===== config.mk =====
export PLATFORM = sky130hd
export DESIGN_NAME = uart_rx_cmd_ctrl
export DESIGN_NICKNAME = d
export VERILOG_FILES = /design/src/rtl/uart_pkt_pkg.sv /design/src/rtl/uart_rx_cmd_ctrl.sv
export SDC_FILE = /design/constraint.sdc
export NUM_CORES = 1
export LEC_CHECK = 0
export ABC_AREA = 1
export CAP_MARGIN = 15
export CORE_UTILIZATION = 41
export CTS_CLUSTER_SIZE = 25
export DETAILED_ROUTE_END_ITERATION = 8
export PLACE_DENSITY = 0.66
export SYNTH_ARGS = -nofsm -noshare
export SYNTH_HDL_FRONTEND = slang
export SYNTH_SLANG_ARGS = --single-unit
export TNS_END_PERCENT = 1

===== constraint.sdc =====
create_clock -name CLK -period 2 [get_ports CLK]
set_input_delay 0.4 -clock CLK [delete_from_list [all_inputs] [get_ports CLK]]
set_output_delay 0.4 -clock CLK [all_outputs]
set_load 0.1 [all_outputs]

===== src/rtl/uart_pkt_pkg.sv =====
// ---------------------------------------------------------------------------
// uart_pkt_pkg: shared constants and enums for the UART packet controller.
// Rev 1.0
// ---------------------------------------------------------------------------
`default_nettype none

package uart_pkt_pkg;

    localparam logic [7:0] SYNC_BYTE = 8'hA5;

    typedef enum logic [2:0] {
        ST_IDLE   = 3'd0,
        ST_ADDR   = 3'd1,
        ST_LEN    = 3'd2,
        ST_DATA   = 3'd3,
        ST_CHK    = 3'd4,
        ST_COMMIT = 3'd5
    } pkt_state_t;

    typedef enum logic [1:0] {
        NONE    = 2'd0,
        BAD_LEN = 2'd1,
        BAD_CHK = 2'd2,
        TIMEOUT = 2'd3
    } pkt_err_t;

endpackage

`default_nettype wire


===== src/rtl/uart_rx_cmd_ctrl.sv =====
// ---------------------------------------------------------------------------
// uart_rx_cmd_ctrl: frames UART bytes into SYNC/ADDR/LEN/DATA/CHK packets and
// commits checksum-verified payloads as a burst of register writes.
// Rev 1.0
// ---------------------------------------------------------------------------
`default_nettype none

module uart_rx_cmd_ctrl
    import uart_pkt_pkg::*;
#(
    parameter int MAX_LEN        = 16,
    parameter int TIMEOUT_CYCLES = 100000
) (
    input  logic       CLK,
    input  logic       RST,
    input  logic       rx_valid,
    input  logic [7:0] rx_byte,
    output logic       wr_en,
    output logic [7:0] wr_addr,
    output logic [7:0] wr_data,
    output logic       pkt_done,
    output logic       pkt_err,
    output logic [1:0] err_code,
    output logic       busy
);

    localparam int            GW       = $clog2(TIMEOUT_CYCLES + 1);
    localparam int            IW       = (MAX_LEN > 1) ? $clog2(MAX_LEN) : 1;
    localparam logic [GW-1:0] GAP_LAST = GW'(TIMEOUT_CYCLES - 1);
    localparam logic [7:0]    LEN_MAX  = 8'(MAX_LEN);

    pkt_state_t    r_state, w_state_n;
    pkt_err_t      r_code, w_code_n;
    logic [7:0]    r_base, w_base_n;
    logic [7:0]    r_len, w_len_n;
    logic [7:0]    r_idx, w_idx_n;
    logic [7:0]    r_chk, w_chk_n;
    logic [GW-1:0] r_gap, w_gap_n;
    logic          r_wr_en, w_wr_en_n;
    logic [7:0]    r_wr_addr, w_wr_addr_n;
    logic [7:0]    r_wr_data, w_wr_data_n;
    logic          r_done, w_done_n;
    logic          r_err, w_err_n;
    logic          r_busy;
    logic          w_buf_we;
    logic          w_in_pkt;
    logic [IW-1:0] w_idx_lo;
    logic [7:0]    r_buf [MAX_LEN];

    assign w_in_pkt = r_state inside {ST_ADDR, ST_LEN, ST_DATA, ST_CHK};
    assign w_idx_lo = r_idx[IW-1:0];

    always_comb begin
        w_state_n   = r_state;
        w_code_n    = r_code;
        w_base_n    = r_base;
        w_len_n     = r_len;
        w_idx_n     = r_idx;
        w_chk_n     = r_chk;
        w_gap_n     = '0;
        w_wr_en_n   = 1'b0;
        w_wr_addr_n = r_wr_addr;
        w_wr_data_n = r_wr_data;
        w_done_n    = 1'b0;
        w_err_n     = 1'b0;
        w_buf_we    = 1'b0;

        if (w_in_pkt && !rx_valid) begin
            w_gap_n = r_gap + 1'b1;
        end

        unique case (r_state)
            ST_IDLE: begin
                if (rx_valid && rx_byte == SYNC_BYTE) begin
                    w_state_n = ST_ADDR;
                end
            end
            ST_ADDR: begin
                if (rx_valid) begin
                    w_base_n  = rx_byte;
                    w_chk_n   = rx_byte;
                    w_state_n = ST_LEN;
                end
            end
            ST_LEN: begin
                if (rx_valid) begin
                    if (rx_byte == 8'd0 || rx_byte > LEN_MAX) begin
                        w_err_n   = 1'b1;
                        w_code_n  = BAD_LEN;
                        w_state_n = ST_IDLE;
                    end else begin
                        w_len_n   = rx_byte;
                        w_idx_n   = 8'd0;
                        w_chk_n   = r_chk ^ rx_byte;
                        w_state_n = ST_DATA;
                    end
                end
            end
            ST_DATA: begin
                if (rx_valid) begin
                    w_buf_we = 1'b1;
                    w_chk_n  = r_chk ^ rx_byte;
                    w_idx_n  = r_idx + 8'd1;
                    if (w_idx_n == r_len) begin
                        w_state_n = ST_CHK;
                    end
                end
            end
            ST_CHK: begin
                if (rx_valid) begin
                    if (rx_byte != r_chk) begin
                        w_err_n   = 1'b1;
                        w_code_n  = BAD_CHK;
                        w_state_n = ST_IDLE;
                    end else begin
                        // First write leaves on the edge that accepts CHK.
                        w_wr_en_n   = 1'b1;
                        w_wr_addr_n = r_base;
                        w_wr_data_n = r_buf[0];
                        w_idx_n     = 8'd1;
                        w_state_n   = ST_COMMIT;
                    end
                end
            end
            ST_COMMIT: begin
                if (r_idx == r_len) begin
                    w_done_n  = 1'b1;
                    w_state_n = ST_IDLE;
                end else begin
                    w_wr_en_n   = 1'b1;
                    w_wr_addr_n = r_base + r_idx;
                    w_wr_data_n = r_buf[w_idx_lo];
                    w_idx_n     = r_idx + 8'd1;
                end
            end
            default: w_state_n = ST_IDLE;
        endcase

        // A byte on the expiry cycle takes priority over the timeout.
        if (w_in_pkt && !rx_valid && r_gap == GAP_LAST) begin
            w_err_n   = 1'b1;
            w_code_n  = TIMEOUT;
            w_state_n = ST_IDLE;
            w_gap_n   = '0;
        end
    end

    always_ff @(posedge CLK) begin
        if (RST) begin
            r_state   <= ST_IDLE;
            r_code    <= NONE;
            r_base    <= 8'd0;
            r_len     <= 8'd0;
            r_idx     <= 8'd0;
            r_chk     <= 8'd0;
            r_gap     <= '0;
            r_wr_en   <= 1'b0;
            r_wr_addr <= 8'd0;
            r_wr_data <= 8'd0;
            r_done    <= 1'b0;
            r_err     <= 1'b0;
            r_busy    <= 1'b0;
        end else begin
            r_state   <= w_state_n;
            r_code    <= w_code_n;
            r_base    <= w_base_n;
            r_len     <= w_len_n;
            r_idx     <= w_idx_n;
            r_chk     <= w_chk_n;
            r_gap     <= w_gap_n;
            r_wr_en   <= w_wr_en_n;
            r_wr_addr <= w_wr_addr_n;
            r_wr_data <= w_wr_data_n;
            r_done    <= w_done_n;
            r_err     <= w_err_n;
            r_busy    <= (w_state_n != ST_IDLE);
        end
    end

    always_ff @(posedge CLK) begin
        if (w_buf_we) begin
            r_buf[w_idx_lo] <= rx_byte;
        end
    end

    assign wr_en    = r_wr_en;
    assign wr_addr  = r_wr_addr;
    assign wr_data  = r_wr_data;
    assign pkt_done = r_done;
    assign pkt_err  = r_err;
    assign err_code = r_code;
    assign busy     = r_busy;

endmodule

`default_nettype wire


==> results.md <==
* Port Buffer Count at 32
* WL per Instance at 16.6 um
* Pin count of the biggest net entering global routing at 38
* Layout Utilization at 50.4%
* Post-synthesis mux area share at 0%
* Die ar. at 23,400 um2
* Routability cong. at 0.875
* Clk root buf: clkbuf_16
* Main combinational cell family by area after synthesis: simple AND/OR/NAND/NOR gates
* Crit-path max FO at 5
* First-iteration detailed-routing DRC count at 520
* Nets at 1,164
* Synthesis-stage register bit count at between 200 and 250
* Syn_area_per_cell at 8.95 um2
* Netlist Area Pre-Place at slightly above 9000 um2
* Postcts setup bufs at 0
* Pre-Repair DR Iteration Count at 6
* Actual slew at the worst max-slew pin at 0.328 ns
* Post-synthesis simple-gate area fraction at 26.2%
* Pwr/cell area at 762 nW/um2
* Peak VDD IR at 0.000507 V
* Critical path arrival at 2.24 ns
* Total grt overflow at 0
* Crit end category: register
* Slew Viols, Final at 0
* Die width at 153 um
* HPWL after DPL at 16.5 mm
* Upper clock frequency limit at 537 MHz
* Int Power at 6.73 mW
* FP Rows at 54
* Synthesis-to-finish area growth at 19.2%
* Die H at 153 um
* Yosys warns at 0
* FILL cells at 2,019
* Worst slew margin at 77.9%
* Most common cell after layout, fill and taps aside: nand2_1
* Top cell type by total area after synthesis: edfxtp_1
* Detailed Route WL at 23.8 mm
* Worst Hold Class: reg2reg
* Proportion of layout cells with a drive suffix above 1 at 15.4%
* Core ar. at 22,100 um2
* Sequential cell area fraction in the yosys report at 57.8%
* Syn Nets at 1,068
* Hold WS at 0.452 ns
* Part of the power in the clock network at between 40 and 50%
* RR Startpoint: r_idx[0]
* Min cycle time layout at 1.86 ns
* CTS Buf Count at 22
* Gr usage total at 20.4%
* Residual DRC at 0
* Crit Path Class: reg2reg
* Flop pwr share at 53.1%
* H-tree depth at 1
* Via density at ~5.2
* Reg2Reg Depth at 12
* Worst-path clk slew at 0.06 ns
* N_diodes at 0
* Compound-Gate Fraction of Synth Area at 7.31%
* Distinct cells, synth at 42
* Top Ports at 33
* First-pass GRT wire length at 37.4 mm
* Final setup viols at 0
* Max_cap viols at 0
* Fraction of the mapped netlist area in adder cells at 1.82%
* Combinational share of power at about 2.4%
* Worst EP required at 2.38 ns
* Final Cycle Share at 93.2%
* Hold Fails Final Rpt at 0
* Yosys top cell area share at 41.1%
* CTS sink count at 206
* Leak at 4.41 nW
* Synth area leaders: edfxtp_1 41%, dfxtp_1 17%, nand2_1 12%, nand3_1 7.3%, a21oi_1 2.7%
* Mapped Cells at 1,044
* Initial Util at 42.3%
* Number of global-route vias before repair at about 6,900
* Sw frac at 20.7%
* Status: finished clean
* Hold path start: r_gap[0]
* TritonCTS clock tree: yes
* Via count at about 7,500
* Final clock skew at 0.0280 ns
* Psw at 1.75 mW
* Hold Crit Depth at 1
* Crit. Startpoint: r_idx[0]
* CTS max path bufs at 3
* Clock Latency Late Sink at 0.51 ns
* Post-Synth XOR/XNOR Area at 1.59%
* CP Launch Type: register
* Commonest non-fill, non-tap cells in the layout: 307 x nand2_1, 135 x nand3_1, 128 x edfxtp_1
* Post-route ant nets at 0
* Initial antenna violation count at 0
[synthesized netlist by cell type (all sizes together)]
cell type	number
a211oi	1
a21oi	51
a31oi	9
and3	1
buf	20
clkbuf	23
clkinv	1
dfxtp	78
edfxtp	128
fa	1
ha	12
inv	76
nand2	310
nand3	138
nand3b	1
nand4	16
nor2	73
nor3	15
nor3b	1
nor4	4
o211a	2
o211ai	9
o21a	2
o21ai	50
o21bai	1
or2	4
xnor2	5
xor2	12
[power groups by stage]
stage / Clock, mW / Combinational (mW) / Sequential, mW
after floorplan: 0 / 0.0544 / 4.60
after global routing: 4.03 / 0.223 / 4.50
final: 3.78 / 0.206 / 4.50
after CTS: 3.86 / 0.206 / 4.50
after detailed placement: 0 / 0.205 / 4.60
after global placement: 0 / 0.203 / 4.60
[final timing paths]
check,slack (ns),to
setup / recovery,0.14,busy
setup reg to reg,0.14,busy
hold reg to reg,0.45,r_gap[0]
hold / removal,0.45,r_gap[0]
[worst max-delay path, stage by stage (launching register included)]
cell     delay, ns
dfxtp_2       0.39
inv_1         0.08
ha_1          0.34
xnor2_1       0.15
nand2_1       0.07
nor2_1        0.10
nand3_1       0.12
nor2_1        0.18
nand2_1       0.07
nand2_1       0.07
nand2_1       0.05
nand2_1       0.08
nand3_1       0.06
[kinds of logic (layout without fill, tap and decap cells)]
family	after synthesis	count (layout)
AO/OA/AOI/OAI	125	125
XOR/XNOR	17	17
adder cells (fa/ha/maj)	13	13
buffers and inverters	120	232
flip-flops	206	206
AND/OR/NAND/NOR	563	563
[flip-flops by register name, summed over array words and instances (netlist names), 3 cells and up, named ones only]
name,flops
r_buf,128
r_base,8
r_len,8
r_idx,8
wr_data,8
r_chk,8
r_gap,17
wr_addr,8
r_state,3
[metrics by stage]
stage               total power, mW  setup TNS (ns)  std cells  area (um2)  setup WS [ns]
global placement               4.80           -8.13       1396       10500         -0.251
CTS                            8.57               0       1436       11100         0.0553
floorplan                      4.65               0       1044        9350          0.215
detailed placement             4.80           -8.87       1396       10500         -0.257
finish                         8.49               0       1436       11100          0.137
global route                   8.75       -0.000256       1436       11100      -0.000256
[what timing repair did]
item | in CTS | in global routing
hold buffers | 0 | 0
endpoints found under the setup margin | 0 | 55
resized for setup | 0 | 11
[cell type report]
cell class	instances	area, um2	share of cell area [%]
Tap cell	280	350	3.14
Timing Repair Buffer	115	953	8.56
Clock buffer	32	619	5.56
Multi-Input combinational cell	718	3470	31.1
Sequential cell	206	5410	48.6
Clock inverter	8	50.0	0.449
Inverter	77	289	2.59
[per-layer routing]
layer  vias to the layer above  track usage, %  share of wire, %  routed length, um
met5                         -               0                 0                  0
met4                         0            6.73               2.9                684
met2                       221            34.8                47              11300
li1                       3735               -                 -                  -
met1                      3497            26.6                44              10400
met3                        42            2.98               5.8               1380
(Power assumes the default switching activity.)
==> RTL change, RTL diff (same flow settings) <==
Register the inputs `rx_valid` and `rx_byte` before use, with the module's reset. The logic sees them one clock later.
--- a/src/rtl/uart_rx_cmd_ctrl.sv
+++ b/src/rtl/uart_rx_cmd_ctrl.sv
@@ -30,4 +30,17 @@
     localparam logic [7:0]    LEN_MAX  = 8'(MAX_LEN);
 
+    logic rx_valid_q;
+    logic [7:0] rx_byte_q;
+
+    always_ff @(posedge CLK) begin
+        if (RST) begin
+            rx_valid_q <= '0;
+            rx_byte_q  <= '0;
+        end else begin
+            rx_valid_q <= rx_valid;
+            rx_byte_q  <= rx_byte;
+        end
+    end
+
     pkt_state_t    r_state, w_state_n;
     pkt_err_t      r_code, w_code_n;
@@ -66,5 +79,5 @@
         w_buf_we    = 1'b0;
 
-        if (w_in_pkt && !rx_valid) begin
+        if (w_in_pkt && !rx_valid_q) begin
             w_gap_n = r_gap + 1'b1;
         end
@@ -72,25 +85,25 @@
         unique case (r_state)
             ST_IDLE: begin
-                if (rx_valid && rx_byte == SYNC_BYTE) begin
+                if (rx_valid_q && rx_byte_q == SYNC_BYTE) begin
                     w_state_n = ST_ADDR;
                 end
             end
             ST_ADDR: begin
-                if (rx_valid) begin
-                    w_base_n  = rx_byte;
-                    w_chk_n   = rx_byte;
+                if (rx_valid_q) begin
+                    w_base_n  = rx_byte_q;
+                    w_chk_n   = rx_byte_q;
                     w_state_n = ST_LEN;
                 end
             end
             ST_LEN: begin
-                if (rx_valid) begin
-                    if (rx_byte == 8'd0 || rx_byte > LEN_MAX) begin
+                if (rx_valid_q) begin
+                    if (rx_byte_q == 8'd0 || rx_byte_q > LEN_MAX) begin
                         w_err_n   = 1'b1;
                         w_code_n  = BAD_LEN;
                         w_state_n = ST_IDLE;
                     end else begin
-                        w_len_n   = rx_byte;
+                        w_len_n   = rx_byte_q;
                         w_idx_n   = 8'd0;
-                        w_chk_n   = r_chk ^ rx_byte;
+                        w_chk_n   = r_chk ^ rx_byte_q;
                         w_state_n = ST_DATA;
                     end
@@ -98,7 +111,7 @@
             end
             ST_DATA: begin
-                if (rx_valid) begin
+                if (rx_valid_q) begin
                     w_buf_we = 1'b1;
-                    w_chk_n  = r_chk ^ rx_byte;
+                    w_chk_n  = r_chk ^ rx_byte_q;
                     w_idx_n  = r_idx + 8'd1;
                     if (w_idx_n == r_len) begin
@@ -108,6 +121,6 @@
             end
             ST_CHK: begin
-                if (rx_valid) begin
-                    if (rx_byte != r_chk) begin
+                if (rx_valid_q) begin
+                    if (rx_byte_q != r_chk) begin
                         w_err_n   = 1'b1;
                         w_code_n  = BAD_CHK;
@@ -138,5 +151,5 @@
 
         // A byte on the expiry cycle takes priority over the timeout.
-        if (w_in_pkt && !rx_valid && r_gap == GAP_LAST) begin
+        if (w_in_pkt && !rx_valid_q && r_gap == GAP_LAST) begin
             w_err_n   = 1'b1;
             w_code_n  = TIMEOUT;
@@ -180,5 +193,5 @@
     always_ff @(posedge CLK) begin
         if (w_buf_we) begin
-            r_buf[w_idx_lo] <= rx_byte;
+            r_buf[w_idx_lo] <= rx_byte_q;
         end
     end
Function: changed (a bounded check fails within 4 cycles, from zero or initial values and one cycle with RST high).
==> RTL change against the original RTL <==
Sequential cell count increased by 9. Area after synthesis increased by 2.2%. Die area increased by 2.2%. Worst setup slack improved by 0.029 ns. Cell count increased by 1.5%. Global-route usage increased by 0.16 points. Routed wire length increased by 1.8%. Design area increased by 3.7%. Largest cell class unchanged.
Power is not compared: it rests on default switching activity, and its combinational part moved more than twofold at a synthesized area within 25%.
==> RTL change: results (changes against the original RTL) <==
----------------------------------------------------
[Synthesis]
  Top post-synthesis cells by area ... sky130_fd_sc_hd__edfxtp_1 (40%), sky130_fd_sc_hd__dfxtp_1 (18%), sky130_fd_sc_hd__nor2_1 (6.4%), sky130_fd_sc_hd__nand2_1 (6.2%), sky130_fd_sc_hd__o21ai_0 (4.9%)
  Mean post-synth cell area ... 9.33 µm² (+4.2%)
  Proportion of synthesized flip-flops having asynchronous set or reset ... 0% (unchanged)
  Commonest register cell after synthesis ... sky130_fd_sc_hd__edfxtp_1
  Synth cell count leaders ... sky130_fd_sc_hd__nor2_1 (163), sky130_fd_sc_hd__nand2_1 (157), sky130_fd_sc_hd__edfxtp_1 (128)
  Sequential-to-total area share from yosys stat ... 58.4% (+0.63 points)
  Area share of fa/ha/maj cells after synthesis ... 1.78% (-0.040 points)
  Xor and xnor fraction of the mapped netlist area ... 1.83% (+0.24 points)

[GRT]
  Maximum number of pins on one net before global-route repair ... 62 (+63%)
  Global router's overall resource usage ... 20.6% (+0.16 points)
  Global-route wire length before repair ... 38.4 mm (+2.7%)
  Via count of the first global-routing pass ... 7225 (+5.2%)

[Worst setup path]
  Worst r2r src ... rx_byte_q[6]$_SDFF_PP0_
  Reg-to-reg endpoint ... r_idx[7]$_SDFFE_PP0P_
  Critical-path cell with the highest stage delay ... sky130_fd_sc_hd__dfxtp_1
  Kind of critical path ... reg2reg
  Delay of the slowest critical-path stage ... 0.36 ns (-0.03 ns)
  Cell count of the worst reg-to-reg path ... 10 (-2)
  Register-to-register setup slack ... 0.17 ns (+0.03 ns)

[Placement]
  Setup slack at placement ... 0.0838 ns (+0.341 ns)
  Placement Cell Area ... 0.0107 mm² (+2.8%)
  Placed cell count ... 1412 (+1.1%)
  Sum of net half-perimeters after detailed placement ... 16.6 mm (+0.77%)

[Layout]
  Share of post-route cells with drive strength above 1 ... 17.1% (+1.7 points)
  Layout Cells excl Fill ... 1458 (+1.5%)
  Fillers ... 2132 (+5.6%)
  Final nets ... 1151 (-1.1%)

[Drt]
  Starting DRT DRC Count ... 615 (+18%)
  WL final ... 24.2 mm (+1.8%)
  Ratio of routed vias to standard cells ... 5.11 (-2.0%)

[Worst hold path]
  WHS Path Cells ... 3 (+2)
  Type of the tightest min-delay check ... in2reg

[Status]
  Status ... completed

[Timing]
  Max Clock Skew ... 0.0218 ns (-0.00614 ns)
  Upper clock frequency limit ... 545 MHz (+1.6%)
  Worst hold-check slack ... 0.402 ns (-0.0498 ns)

[Clocking]
  Cts bufs inserted ... 24 (+9.1%)

----------------------------------------------------
RTL change: cell types whose count changed after synthesis, sizes merged, moves of 14 or more:
cell    change
inv        +14
nand2     -146
nand3      -80
nor2       +99
o211ai     +17
o21ai      +53
o221ai     +15
RTL change: worst reg2reg max path, stage by stage, from the launching register on:
cell                      delay, ns
sky130_fd_sc_hd__dfxtp_1       0.36
sky130_fd_sc_hd__buf_4         0.22
sky130_fd_sc_hd__nor3_1        0.30
sky130_fd_sc_hd__nand3_1       0.13
sky130_fd_sc_hd__nand2_1       0.10
sky130_fd_sc_hd__nand2_1       0.10
sky130_fd_sc_hd__nor2_4        0.17
sky130_fd_sc_hd__buf_4         0.18
sky130_fd_sc_hd__nand2_1       0.05
sky130_fd_sc_hd__o21ai_1       0.07
sky130_fd_sc_hd__nor2_1        0.05
RTL change: layer usage:
metal / wire length [µm] / GRT usage, % / vias up
li1: - / - / 3724
met1: 11000 / 28.3 / 3491
met2: 11300 / 34.0 / 195
met3: 1300 / 3.00 / 46
met4: 611 / 5.42 / 0
met5: 0 / 0 / -
RTL change: layout make-up:
class                   count  area share, %
inverters                  90           2.94
repair buffers            121           8.73
multi-input cells         675           30.0
well taps                 313           3.39
clock inverters            17           1.31
clock buffers              27           5.29
flip-flops and latches    215           48.4
RTL change: cell families (layout without fill, tap and decap cells):
group / after synthesis / count (layout)
AOI/OAI and AO/OA: 206 / 206
xor gates and xnor gates: 20 / 20
adders and majority gates: 13 / 13
buffers and inverters: 134 / 255
DFF: 215 / 215
and+or+nand+nor: 436 / 436
RTL change: where the power goes:
| part | internal (W) | switching [W] | leakage [nW] | total [W] |
|---|---|---|---|---|
| clock network | 0.00247 | 0.00179 | 0.375 | 0.00427 |
| logic | 0.000154 | 0.000264 | 2.25 | 0.000417 |
| registers | 0.00471 | 0.0000318 | 1.87 | 0.00474 |
| total | 0.00734 | 0.00209 | 4.50 | 0.00943 |
RTL change: how the worst min path moves through the flow:
stage | to | startpoint
finish | rx_byte_q[5]$_SDFF_PP0_ | rx_byte[5]
global route | rx_byte_q[5]$_SDFF_PP0_ | rx_byte[5]
CTS | rx_byte_q[5]$_SDFF_PP0_ | rx_byte[5]
detailed placement | r_len[6]$_SDFFE_PP0P_ | r_len[6]$_SDFFE_PP0P_
global placement | r_gap[0]$_SDFF_PP0_ | r_gap[0]$_SDFF_PP0_
floorplan | r_gap[0]$_SDFF_PP0_ | r_gap[0]$_SDFF_PP0_
RTL change: timing repair:
item | CTS | global route
endpoints found under the setup margin | 0 | 24
hold buffers | 0 | 0
gates resized for setup | 0 | 10
buffers inserted | 0 | 2
